$ cat src/rtl/mips_cpu_bus_arbiter.sv
// Shares one Avalon master port between instruction fetch and data load/store.
// Registered command, waitrequest hold, read-data return and stall watchdog.
module mips_cpu_bus_arbiter #(
   parameter int PRIORITY       = 0,
   parameter int TIMEOUT_CYCLES = 64
) (
   input  logic        clk,
   input  logic        reset,
   input  logic        i_req,
   input  logic [31:0] i_addr,
   output logic        i_gnt,
   output logic        i_rvalid,
   output logic [31:0] i_rdata,
   input  logic        d_req,
   input  logic        d_we,
   input  logic [31:0] d_addr,
   input  logic [31:0] d_wdata,
   input  logic [3:0]  d_be,
   output logic        d_gnt,
   output logic        d_rvalid,
   output logic [31:0] d_rdata,
   output logic [31:0] address,
   output logic        read,
   output logic        write,
   output logic [31:0] writedata,
   output logic [3:0]  byteenable,
   input  logic        waitrequest,
   input  logic [31:0] readdata,
   output logic        busy,
   output logic        err
);

   typedef enum logic [1:0] {
      S_IDLE,
      S_ISSUE,
      S_DATA,
      S_RESP
   } state_e;

   localparam logic OWN_I  = 1'b0;
   localparam logic OWN_D  = 1'b1;
   localparam logic PRIO_D = (PRIORITY != 0);
   localparam logic WD_EN  = (TIMEOUT_CYCLES > 0);
   localparam int   CW     = (TIMEOUT_CYCLES > 1) ? $clog2(TIMEOUT_CYCLES) : 1;
   localparam logic [CW-1:0] WD_LAST =
      (TIMEOUT_CYCLES > 0) ? CW'(TIMEOUT_CYCLES - 1) : '0;

   state_e        state_q, state_d;
   logic          owner_q, owner_d;
   logic          last_q, last_d;
   logic          first_q, first_d;
   logic [31:0]   addr_q, addr_d;
   logic [31:0]   wdata_q, wdata_d;
   logic [3:0]    be_q, be_d;
   logic          rd_q, rd_d;
   logic          wr_q, wr_d;
   logic [31:0]   irdata_q, irdata_d;
   logic [31:0]   drdata_q, drdata_d;
   logic          err_q, err_d;
   logic [CW-1:0] wd_q, wd_d;

   logic any_req;
   logic sel_d;
   logic wd_hit;

   assign any_req = i_req | d_req;
   // Data wins when alone, under fixed priority, or when fetch owned last.
   assign sel_d   = d_req & (~i_req | PRIO_D | (last_q == OWN_I));
   assign wd_hit  = WD_EN & waitrequest & (wd_q == WD_LAST);

   always_ff @(posedge clk) begin
      if (!reset) begin
         state_q <= S_IDLE;
      end else begin
         state_q <= state_d;
      end
   end

   always_comb begin
      state_d = state_q;
      unique case (state_q)
         S_IDLE: begin
            if (any_req) state_d = S_ISSUE;
         end
         S_ISSUE: begin
            if (!waitrequest) begin
               state_d = rd_q ? S_DATA : S_IDLE;
            end else if (wd_hit) begin
               state_d = rd_q ? S_RESP : S_IDLE;
            end
         end
         S_DATA:  state_d = S_RESP;
         S_RESP:  state_d = S_IDLE;
         default: state_d = S_IDLE;
      endcase
   end

   always_comb begin
      owner_d  = owner_q;
      last_d   = last_q;
      first_d  = 1'b0;
      addr_d   = addr_q;
      wdata_d  = wdata_q;
      be_d     = be_q;
      rd_d     = rd_q;
      wr_d     = wr_q;
      irdata_d = irdata_q;
      drdata_d = drdata_q;
      err_d    = err_q;
      wd_d     = wd_q;
      unique case (state_q)
         S_IDLE: begin
            if (any_req) begin
               owner_d = sel_d;
               last_d  = sel_d;
               first_d = 1'b1;
               wd_d    = '0;
               if (sel_d) begin
                  addr_d  = d_addr;
                  rd_d    = ~d_we;
                  wr_d    = d_we;
                  be_d    = d_be;
                  wdata_d = d_wdata;
               end else begin
                  addr_d  = i_addr;
                  rd_d    = 1'b1;
                  wr_d    = 1'b0;
                  be_d    = 4'b1111;
                  wdata_d = '0;
               end
            end
         end
         S_ISSUE: begin
            if (!waitrequest) begin
               rd_d = 1'b0;
               wr_d = 1'b0;
            end else if (wd_hit) begin
               rd_d  = 1'b0;
               wr_d  = 1'b0;
               err_d = 1'b1;
               // An aborted read still completes, returning zero.
               if (rd_q) begin
                  if (owner_q == OWN_D) drdata_d = '0;
                  else                  irdata_d = '0;
               end
            end else begin
               wd_d = wd_q + CW'(1);
            end
         end
         S_DATA: begin
            if (owner_q == OWN_D) drdata_d = readdata;
            else                  irdata_d = readdata;
         end
         default: ;
      endcase
   end

   always_ff @(posedge clk) begin
      if (!reset) begin
         owner_q  <= OWN_I;
         last_q   <= OWN_I;
         first_q  <= 1'b0;
         addr_q   <= '0;
         wdata_q  <= '0;
         be_q     <= '0;
         rd_q     <= 1'b0;
         wr_q     <= 1'b0;
         irdata_q <= '0;
         drdata_q <= '0;
         err_q    <= 1'b0;
         wd_q     <= '0;
      end else begin
         owner_q  <= owner_d;
         last_q   <= last_d;
         first_q  <= first_d;
         addr_q   <= addr_d;
         wdata_q  <= wdata_d;
         be_q     <= be_d;
         rd_q     <= rd_d;
         wr_q     <= wr_d;
         irdata_q <= irdata_d;
         drdata_q <= drdata_d;
         err_q    <= err_d;
         wd_q     <= wd_d;
      end
   end

   always_comb begin
      i_gnt      = (state_q == S_ISSUE) & first_q & (owner_q == OWN_I);
      d_gnt      = (state_q == S_ISSUE) & first_q & (owner_q == OWN_D);
      i_rvalid   = (state_q == S_RESP) & (owner_q == OWN_I);
      d_rvalid   = (state_q == S_RESP) & (owner_q == OWN_D);
      busy       = (state_q != S_IDLE);
      address    = addr_q;
      read       = rd_q;
      write      = wr_q;
      writedata  = wdata_q;
      byteenable = be_q;
      i_rdata    = irdata_q;
      d_rdata    = drdata_q;
      err        = err_q;
   end

endmodule

$ cat config.mk
export PLATFORM = sky130hd
export DESIGN_NAME = mips_cpu_bus_arbiter
export DESIGN_NICKNAME = d
export VERILOG_FILES = /design/src/rtl/mips_cpu_bus_arbiter.sv
export SDC_FILE = /design/constraint.sdc
export NUM_CORES = 1
export LEC_CHECK = 0
export ABC_AREA = 1
export ABC_CLOCK_PERIOD_IN_PS = 1800
export CAP_MARGIN = 20
export CORE_ASPECT_RATIO = 0.9
export CORE_MARGIN = 5
export CORE_UTILIZATION = 25
export DETAILED_ROUTE_END_ITERATION = 12
export PLACE_DENSITY = 0.55
export SETUP_SLACK_MARGIN = 0.3
export SLEW_MARGIN = 15
export SYNTH_ARGS = -nofsm -noshare
export SYNTH_HDL_FRONTEND = slang
export SYNTH_SLANG_ARGS = --single-unit
export TNS_END_PERCENT = 30
$ cat constraint.sdc
create_clock -name clk -period 1.8 [get_ports clk]
set_clock_uncertainty 0.05 [all_clocks]
set_input_delay 0.45 -clock clk [delete_from_list [all_inputs] [get_ports clk]]
set_output_delay 0.45 -clock clk [all_outputs]
set_load 0.005 [all_outputs]
==> flow_summary.json, run 1 <==
{
  "grt_pass1_wl_um": 32370,
  "vias": 6164,
  "cap_viol_max_count": 0,
  "max-vdd-ir-drop_mv": 0.4241,
  "netlist_area_sq_um": 5807,
  "r2r_slack_ps": 150,
  "grt_max_degree": 54,
  "fin_crit_ps": 1651,
  "cts_buffers": 17,
  "leakage_nw": 4.324,
  "drt-pass1-iter-count": 4,
  "wl_per_cell_um": 16.85,
  "root_buffer": "clkbuf_16",
  "hpwl_um": 14980,
  "detail-route-antenna-nets": 0,
  "first_global_vias": 5876,
  "gp_congestion": 0.7634,
  "ys_warn_count": 0,
  "die-area_sq_um": 26380,
  "timing.fmax_ghz": 0.6057,
  "io_pins": 278,
  "via_per_inst": 4.519,
  "clk_pin_slew_ps": 60,
  "die_y_um": 154.6,
  "reg2reg_depth": 11,
  "syn-mean-instance-area_sq_um": 7.890,
  "hold_slack_ps": 383.6,
  "layout-drive-gt1-share": 0.3374,
  "outcome": "finished clean",
  "rsz0062_at_grt": "true",
  "critical_path_arrival_ps": 1150,
  "end_kind": "primary output",
  "crit_required_ps": 1300,
  "cp.depth": 4,
  "core_sq_um": 22710,
  "cp_cell_sequence": "inv_4, nand2_4, nor3_2, buf_2",
  "cpMaxStageDelayCell": "dfxtp_4",
  "total_power_mw": 8.604,
  "synth_seq_cells": 145,
  "clock_sinks": 145,
  "drt_iter0_markers": 284,
  "antenna_found_initial": 0,
  "hold_viol_final": 0,
  "cts_buffer_depth": 2,
  "timing.final.ws_setup_ps": 149.1,
  "ys.flop_type": "dfxtp_1",
  "setup_viol": 0,
  "cp_num_buf_inv": 2,
  "start_kind": "flop",
  "io_buffers": 277,
  "die_w_um": 170.7,
  "routed_wl_um": 22980,
  "grt_overflow": 0,
  "powerDensity_nw_per_um2": 801.7,
  "clock_latency_ps": 420,
  "synth_fp_nets": 875,
  "period_share": 0.9171,
  "critPathMaxStageDelay_ps": 360,
  "nets": 1193,
  "slew_violations": 0,
  "dp_worst_setup_slack_ps": -402.8,
  "min_path_type": "in -> reg",
  "dp.cells": 1303,
  "seq_area_frac_synth": 0.4999,
  "ys_async_sr_fraction": 0,
  "syn2layout_area_growth_pct": 84.83,
  "synth_edf_count": 0,
  "insertedDiodeCount": 0,
  "synth_cells": 736,
  "drc": 0,
  "crit_family": "flip-flops",
  "initial_utilization": 0.2557,
  "tritoncts": "yes",
  "worst_slew_pin_slew_ps": 530.0,
  "instances_no_fill": 1364,
  "relSlewSlack": 0.6463,
  "track_usage": 0.1553,
  "timing.rr.end": "d_rdata[1]$_SDFFE_PN0P_",
  "worst-setup-path-type": "reg -> out",
  "crit_end": "d_gnt",
  "critPathMaxFanout": 4,
  "synth_cell_type_count": 28,
  "rows": 52,
  "htreeDepth": 4
}
layout make-up:
| type | instances | area (sq um) |
|---|---|---|
| Fill cell | 2238 | 11970 |
| Timing Repair Buffer | 341 | 3522 |
| Multi-Input combinational cell | 496 | 3067 |
| Sequential cell | 145 | 2964 |
| Clock buffer | 18 | 439.2 |
| Tap cell | 297 | 371.6 |
| Inverter | 52 | 216.5 |
| Clock inverter | 14 | 145.1 |
| Timing Repair inverter | 1 | 7.507 |
worst register-to-register path, stage by stage, from the launching register on:
cell and delay (ps):
dfxtp_4 360, inv_4 70, nand2_4 60, buf_4 130, buf_6 120, nor2_4 110
nand2_4 90, nand2_8 110, nand2_8 100, clkbuf_16 210, nand2_2 60, a21oi_1 50
metrics by stage:
stage | setup TNS, ps | cell area [sq um] | utilization
floorplan | 0 | 5807 | -
global placement | -25310 | 9077 | 0.3998
detailed placement | -27380 | 9077 | 0.3998
CTS | 0 | 9757 | 0.4297
global route | 0 | 10730 | 0.4727
finish | 0 | 10730 | 0.4727
cells in the final DEF, fill, tap and decap left out, types with 3 or more instances in the layout:
cell type        count
buf_2               12
nor2_4               6
clkinvlp_4           4
inv_6                5
a21oi_2             44
o21ai_0             20
dfxtp_2             40
o21ai_1              5
a21oi_4              5
dlygate4sd2_1       59
clkbuf_16           24
dfxtp_4              3
nor2_1              78
nand2_4             47
nand2_8              3
a32o_1              32
dfxtp_1            102
clkdlybuf4s50_1    135
a21oi_1             71
nand2_2             22
clkdlybuf4s15_1      8
buf_12              12
buf_4               34
nand3_1              9
inv_1               45
nor2_2               6
clkdlybuf4s15_2     59
nand2_1            139
inv_8                4
buf_6               11
inv_4                4
cells by family after synthesis:
logic type / count (synthesis) / synth area share
compound gates: 180 / 0.1883
buf+inv: 99 / 0.08532
fa+ha+maj: 1 / 0.002154
flops: 145 / 0.4999
simple gates: 311 / 0.2243
synth_stat cells, types with 5 or more instances:
| library cell | instances | area share |
|---|---|---|
| a21oi_1 | 114 | 0.098 |
| a21oi_2 | 5 | 0.0075 |
| a32o_1 | 32 | 0.055 |
| buf_2 | 19 | 0.016 |
| buf_6 | 6 | 0.012 |
| clkbuf_1 | 11 | 0.0071 |
| dfxtp_1 | 145 | 0.50 |
| inv_1 | 48 | 0.031 |
| nand2_1 | 194 | 0.13 |
| nand2_2 | 13 | 0.014 |
| nand3_1 | 10 | 0.0086 |
| nor2_1 | 82 | 0.053 |
| o21ai_0 | 27 | 0.023 |
report_power, final:
part / internal (mW) / switching, mW
sequential: 3.37 / 0.0883
clock: 1.99 / 1.57
combinational: 0.837 / 0.753
registers in the layout, indices dropped and copies added, names as in the netlist, named ones only:
| register | flops |
|---|---|
| wd_q | 6 |
| last_q | 1 |
| first_q | 1 |
| state_q | 1 |
| d_rdata | 32 |
| write | 1 |
| read | 1 |
| err | 1 |
| byteenable | 4 |
| i_rdata | 32 |
| address | 32 |
| writedata | 32 |
worst min-delay path by stage:
| stage | start | end | slack [ps] | cells past startpoint |
|---|---|---|---|---|
| 3_3_place_gp | err$_SDFFE_PN0P_ | err$_SDFFE_PN0P_ | 390 | 2 |
| 3_5_place_dp | err$_SDFFE_PN0P_ | err$_SDFFE_PN0P_ | 390 | 2 |
| 6_report | i_req | state_q[0]$_SDFFE_PN0P_ | 380 | 3 |
| 5_1_grt | i_rdata[23]$_SDFFE_PN0P_ | i_rdata[23]$_SDFFE_PN0P_ | 420 | 2 |
| 2_1_floorplan | err$_SDFFE_PN0P_ | err$_SDFFE_PN0P_ | 400 | 2 |
| 4_1_cts | err$_SDFFE_PN0P_ | err$_SDFFE_PN0P_ | 400 | 2 |
timing repair:
action,in CTS,in global routing
pin swaps,2,14
endpoints found under the setup margin,277,257
hold buffers,0,0
setup buffers,7,9
gates resized for setup,359,195
gates cloned,3,10
metal layers:
| metal | up-vias | track usage | part of all wire |
|---|---|---|---|
| li1 | 3043 | - | - |
| met1 | 2866 | 0.1932 | 0.43 |
| met2 | 231 | 0.2474 | 0.46 |
| met3 | 24 | 0.06662 | 0.095 |
| met4 | 0 | 0.04106 | 0.014 |
| met5 | - | 0 | 0 |
Power figures use the tool's default switching activity.
==> run 2, diff against run 1 <==
CORE_MARGIN = default   (was 5)
==> run 2 against run 1 <==
Cell count is 0.22% higher. Largest power group unchanged. Global-route usage increased by 0.56 points. Worst hold slack better by 18 ps. Critical path type unchanged.
==> flow_summary.json, run 2 (synthesis gave the netlist of run 1 again) <==
{
  "outcome": "finished clean",
  "cts_buffers": 17,
  "setup_viol": 0,
  "worstHoldPathCells": 2,
  "r2r_slack_ps": 230,
  "final.fill_count": 2291,
  "hpwl_um": 13430,
  "hold_end": "err$_SDFFE_PN0P_",
  "finalSetupTns_ps": 0,
  "wl_per_cell_um": 15.91,
  "core_sq_um": 22640,
  "initial_utilization": 0.2565,
  "total_power_mw": 8.905,
  "postCtsHoldBufs": 0,
  "die_w_um": 162.7,
  "gp_congestion": 0.8160,
  "clock_sinks": 145,
  "hold_viol_final": 0,
  "track_usage": 0.1609,
  "cts_buffer_depth": 2,
  "drc": 0,
  "io_buffers": 277,
  "worst_hold_startpoint": "err$_SDFFE_PN0P_",
  "drt-pass1-iter-count": 4,
  "timing.fmax_ghz": 0.6095,
  "clock_latency_ps": 410,
  "vias": 6116,
  "nets": 1195,
  "via_per_inst": 4.474,
  "max-vdd-ir-drop_mv": 0.4887,
  "reg2reg_depth": 11,
  "crit_required_ps": 1300,
  "detail-route-antenna-nets": 0,
  "routed_wl_um": 21750,
  "tritoncts": "yes",
  "grt_pass1_wl_um": 29980,
  "drt_iter0_markers": 269,
  "cap_viol_max_count": 0,
  "critical_path_arrival_ps": 1140,
  "rsz0062_at_grt": "true",
  "first_global_vias": 5740,
  "grt_overflow": 0,
  "start_kind": "flop",
  "syn2layout_area_growth_pct": 83.41,
  "root_buffer": "clkbuf_16",
  "slew_violations": 0,
  "htreeDepth": 4,
  "leakage_nw": 4.414,
  "die_y_um": 146.6,
  "antenna_found_initial": 1,
  "relSlewSlack": 0.7554,
  "final_cell_mix": "184 x nand2_1, 134 x clkdlybuf4s50_1, 105 x dfxtp_1",
  "io_pins": 278,
  "die-area_sq_um": 23840,
  "powerDensity_nw_per_um2": 836.2,
  "rows": 52,
  "critPathMaxFanout": 3,
  "timing.rr.end": "address[29]$_SDFFE_PN0P_",
  "min_path_type": "reg -> reg",
  "fin_crit_ps": 1641,
  "worst_slew_pin_slew_ps": 366.9,
  "grt_max_degree": 54,
  "layout-drive-gt1-share": 0.2703,
  "period_share": 0.9114,
  "clk_pin_slew_ps": 70,
  "layout_commonest_cell": "nand2_1",
  "end_kind": "primary output",
  "worst-setup-path-type": "reg -> out"
}
## run 2: cell type report
class	instances	area [sq um]	area share
timing repair buffer	348	3694	0.3468
sequential	145	2958	0.2777
multi-input combinational	492	2804	0.2633
clock buffer	18	439.2	0.04124
tap	297	371.6	0.03489
inverter	52	211.5	0.01985
clock inverter	14	170.2	0.01598
antenna	1	2.502	0.0002350
## run 2: how the worst max path moves through the flow
stage / start / cells past startpoint / slack (ps) / endpoint
after floorplan: i_req / 7 / 350 / address[12]$_SDFFE_PN0P_
after CTS: last_q$_SDFFE_PN0P_ / 3 / 100 / d_gnt
after global routing: flop / 4 / 90 / d_gnt
after detailed placement: d_req / 8 / -230 / address[8]$_SDFFE_PN0P_
final: last_q$_SDFFE_PN0P_ / 3 / 160 / d_gnt
after global placement: d_req / 8 / -210 / address[8]$_SDFFE_PN0P_
## run 2: layer usage
layer | vias up | GRT usage | part of all wire
met5 | - | 0 | 0
met4 | 0 | 0.04673 | 0.011
met3 | 19 | 0.06761 | 0.086
met2 | 212 | 0.2543 | 0.47
met1 | 2835 | 0.1984 | 0.44
li1 | 3050 | - | -
## run 2: report_power, final
part	internal, mW	switching, mW
registers	3.37	0.0903
logic	0.950	0.796
clock network	2.13	1.57
## run 2: stage by stage
step	area [sq um]	instances	util	hold WS, ps	setup slack, ps
2_1_floorplan	5807	736	-	396.6	346.7
3_3_place_gp	9165	1308	0.4048	390.7	-213.5
3_5_place_dp	9165	1308	0.4048	399.4	-229.6
4_1_cts	9767	1343	0.4314	408.1	96.03
5_1_grt	10650	1366	0.4703	418.2	90.70
6_report	10650	1367	0.4704	402.1	159.4
## run 2: timing repair
action                                  4_1_cts  5_1_grt
gates resized for setup                     324      124
cloned                                        0       17
setup buffers                                 3        6
endpoints found under the setup margin      273      267
pin swaps                                     2       18
## run 2: worst max-delay path, stage by stage, from the launching register on
cell	delay (ps)
dfxtp_4	360
inv_2	50
nor3_2	160
buf_2	160
==> run 3, diff against run 2 <==
ABC_CLOCK_PERIOD_IN_PS = 1750   (was 1800)
clock period = 1.75 ns   (was 1.8 ns; I/O delays follow)
==> run 3 against run 2 <==
Count of clock-buffer cells in the layout down 1. Sequential share of layout area increased by 1.8 points. Sequential power rose by 3%. Via count decreased by 0.59%. Largest cell class unchanged. Highest routed layer unchanged.
==> flow_summary.json, run 3 (synthesis gave the netlist of run 1 again) <==
{
  "outcome": "finished clean",
  "rsz0062_at_grt": "true",
  "cp.depth": 3,
  "grt_max_degree": 54,
  "clock_sinks": 145,
  "hold_end": "state_q[0]$_SDFFE_PN0P_",
  "end_kind": "primary output",
  "cpMaxStageDelayCell": "dfxtp_4",
  "cap_viol_max_count": 0,
  "drt-pass1-iter-count": 6,
  "critPathMaxFanout": 3,
  "worst_slew_pin_slew_ps": 356.5,
  "hold_slack_ps": 386.4,
  "critPathMaxStageDelay_ps": 360,
  "min_path_type": "in -> reg",
  "timing.fmax_ghz": 0.6185,
  "place_area_sq_um": 9173,
  "timing.rr.end": "writedata[24]$_SDFFE_PN0P_",
  "core_sq_um": 22640,
  "antenna_found_initial": 1,
  "hold_viol_final": 0,
  "io_buffers": 277,
  "grt_overflow": 0,
  "wl_per_cell_um": 15.39,
  "cts_buffer_depth": 2,
  "final_cell_area_sq_um": 10160,
  "grt.met2_usage": 0.2566,
  "detail-route-antenna-nets": 0,
  "gp_congestion": 0.8148,
  "root_buffer": "clkbuf_16",
  "cp_num_buf_inv": 2,
  "tritoncts": "yes",
  "hpwl_um": 13460,
  "clk_pin_slew_ps": 60,
  "die_w_um": 162.7,
  "fin_crit_ps": 1617,
  "cp_cell_sequence": "inv_2, nor3_2, buf_2",
  "period_share": 0.9239,
  "dp_worst_setup_slack_ps": -256.0,
  "syn2layout_area_growth_pct": 75.05,
  "powerDensity_nw_per_um2": 859.1,
  "final.fill_count": 2333,
  "timing.final.ws_setup_ps": 133.2,
  "start_kind": "flop",
  "worstHoldPathCells": 3,
  "relSlewSlack": 0.7624,
  "vias": 6080,
  "crit_family": "flip-flops",
  "initial_utilization": 0.2565,
  "layout_commonest_cell": "nand2_1",
  "io_pins": 278,
  "worst-setup-path-type": "reg -> out",
  "grt_pass1_wl_um": 29970,
  "setup_viol": 0,
  "drt_iter0_markers": 300,
  "met1_usage": 0.1967,
  "slew_violations": 0,
  "routed_wl_um": 21150,
  "grt.busiest_layer": "met2",
  "max-vdd-ir-drop_mv": 0.4557,
  "post-route-util": 0.4489,
  "track_usage": 0.1606,
  "first_global_vias": 5721,
  "leakage_nw": 4.457,
  "critical_path_arrival_ps": 1130,
  "r2r_slack_ps": 150,
  "clock_latency_ps": 410,
  "final_cell_mix": "180 x nand2_1, 134 x clkdlybuf4s50_1, 81 x buf_2",
  "postCtsHoldBufs": 0,
  "htreeDepth": 4,
  "worst_hold_startpoint": "i_req",
  "die-area_sq_um": 23840,
  "die_y_um": 146.6,
  "drc": 0,
  "cts_buffers": 17,
  "crit_required_ps": 1260,
  "via_per_inst": 4.425,
  "grtUsageMet3": 0.06563,
  "rows": 52,
  "layout-drive-gt1-share": 0.3439,
  "nets": 1202,
  "reg2reg_depth": 9
}
## run 3: worst register-to-register path: cells and delay by family, from the launching register on
kind	cells	cell delay (ps)
AO/OA/AOI/OAI	1	210
buffers and inverters	5	630
flip-flops	1	330
AND/OR/NAND/NOR	3	280
## run 3: area by class of cell
type / instances / area, sq um / area share
tap: 297 / 371.6 / 0.03656
sequential: 145 / 3004 / 0.2955
timing repair buffer: 355 / 3281 / 0.3227
antenna: 1 / 2.502 / 0.0002462
clock inverter: 15 / 136.4 / 0.01342
inverter: 52 / 214.0 / 0.02105
clock buffer: 17 / 425.4 / 0.04185
multi-input combinational: 492 / 2730 / 0.2686
## run 3: through the flow
stage / cells / total power, mW / setup TNS, ps
2_1_floorplan: 736 / 4.192 / 0
4_1_cts: 1352 / 8.617 / 0
6_report: 1374 / 8.733 / 0
3_3_place_gp: 1309 / 5.127 / -24110
3_5_place_dp: 1309 / 5.124 / -24880
5_1_grt: 1373 / 9.157 / 0
## run 3: repair_timing
action	CTS	global route
endpoints found under the hold margin	0	0
setup endpoints to repair	275	206
pin swaps	1	11
gates resized for setup	469	110
cloned	0	13
setup buffers	11	8
## run 3: how the worst max path moves through the flow
stage	from	end	slack [ps]
finish	last_q$_SDFFE_PN0P_	d_gnt	130
global route	flop	i_gnt	60
global placement	d_req	address[8]$_SDFFE_PN0P_	-250
detailed placement	i_req	address[22]$_SDFFE_PN0P_	-260
CTS	last_q$_SDFFE_PN0P_	i_rvalid	100
floorplan	i_req	address[12]$_SDFFE_PN0P_	310
## run 3: power by group
part / internal [mW] / leakage [nW] / switching [mW]
clock network: 1.89 / 0.271 / 1.66
registers: 3.47 / 1.22 / 0.0831
logic: 0.870 / 2.97 / 0.763
total: 6.23 / 4.46 / 2.50
## run 3: per-layer routing
layer | wire length [um] | vias to the layer above
met5 | 0 | -
met3 | 1872 | 18
met1 | 9309 | 2771
li1 | - | 3068
met4 | 272 | 0
met2 | 9699 | 223
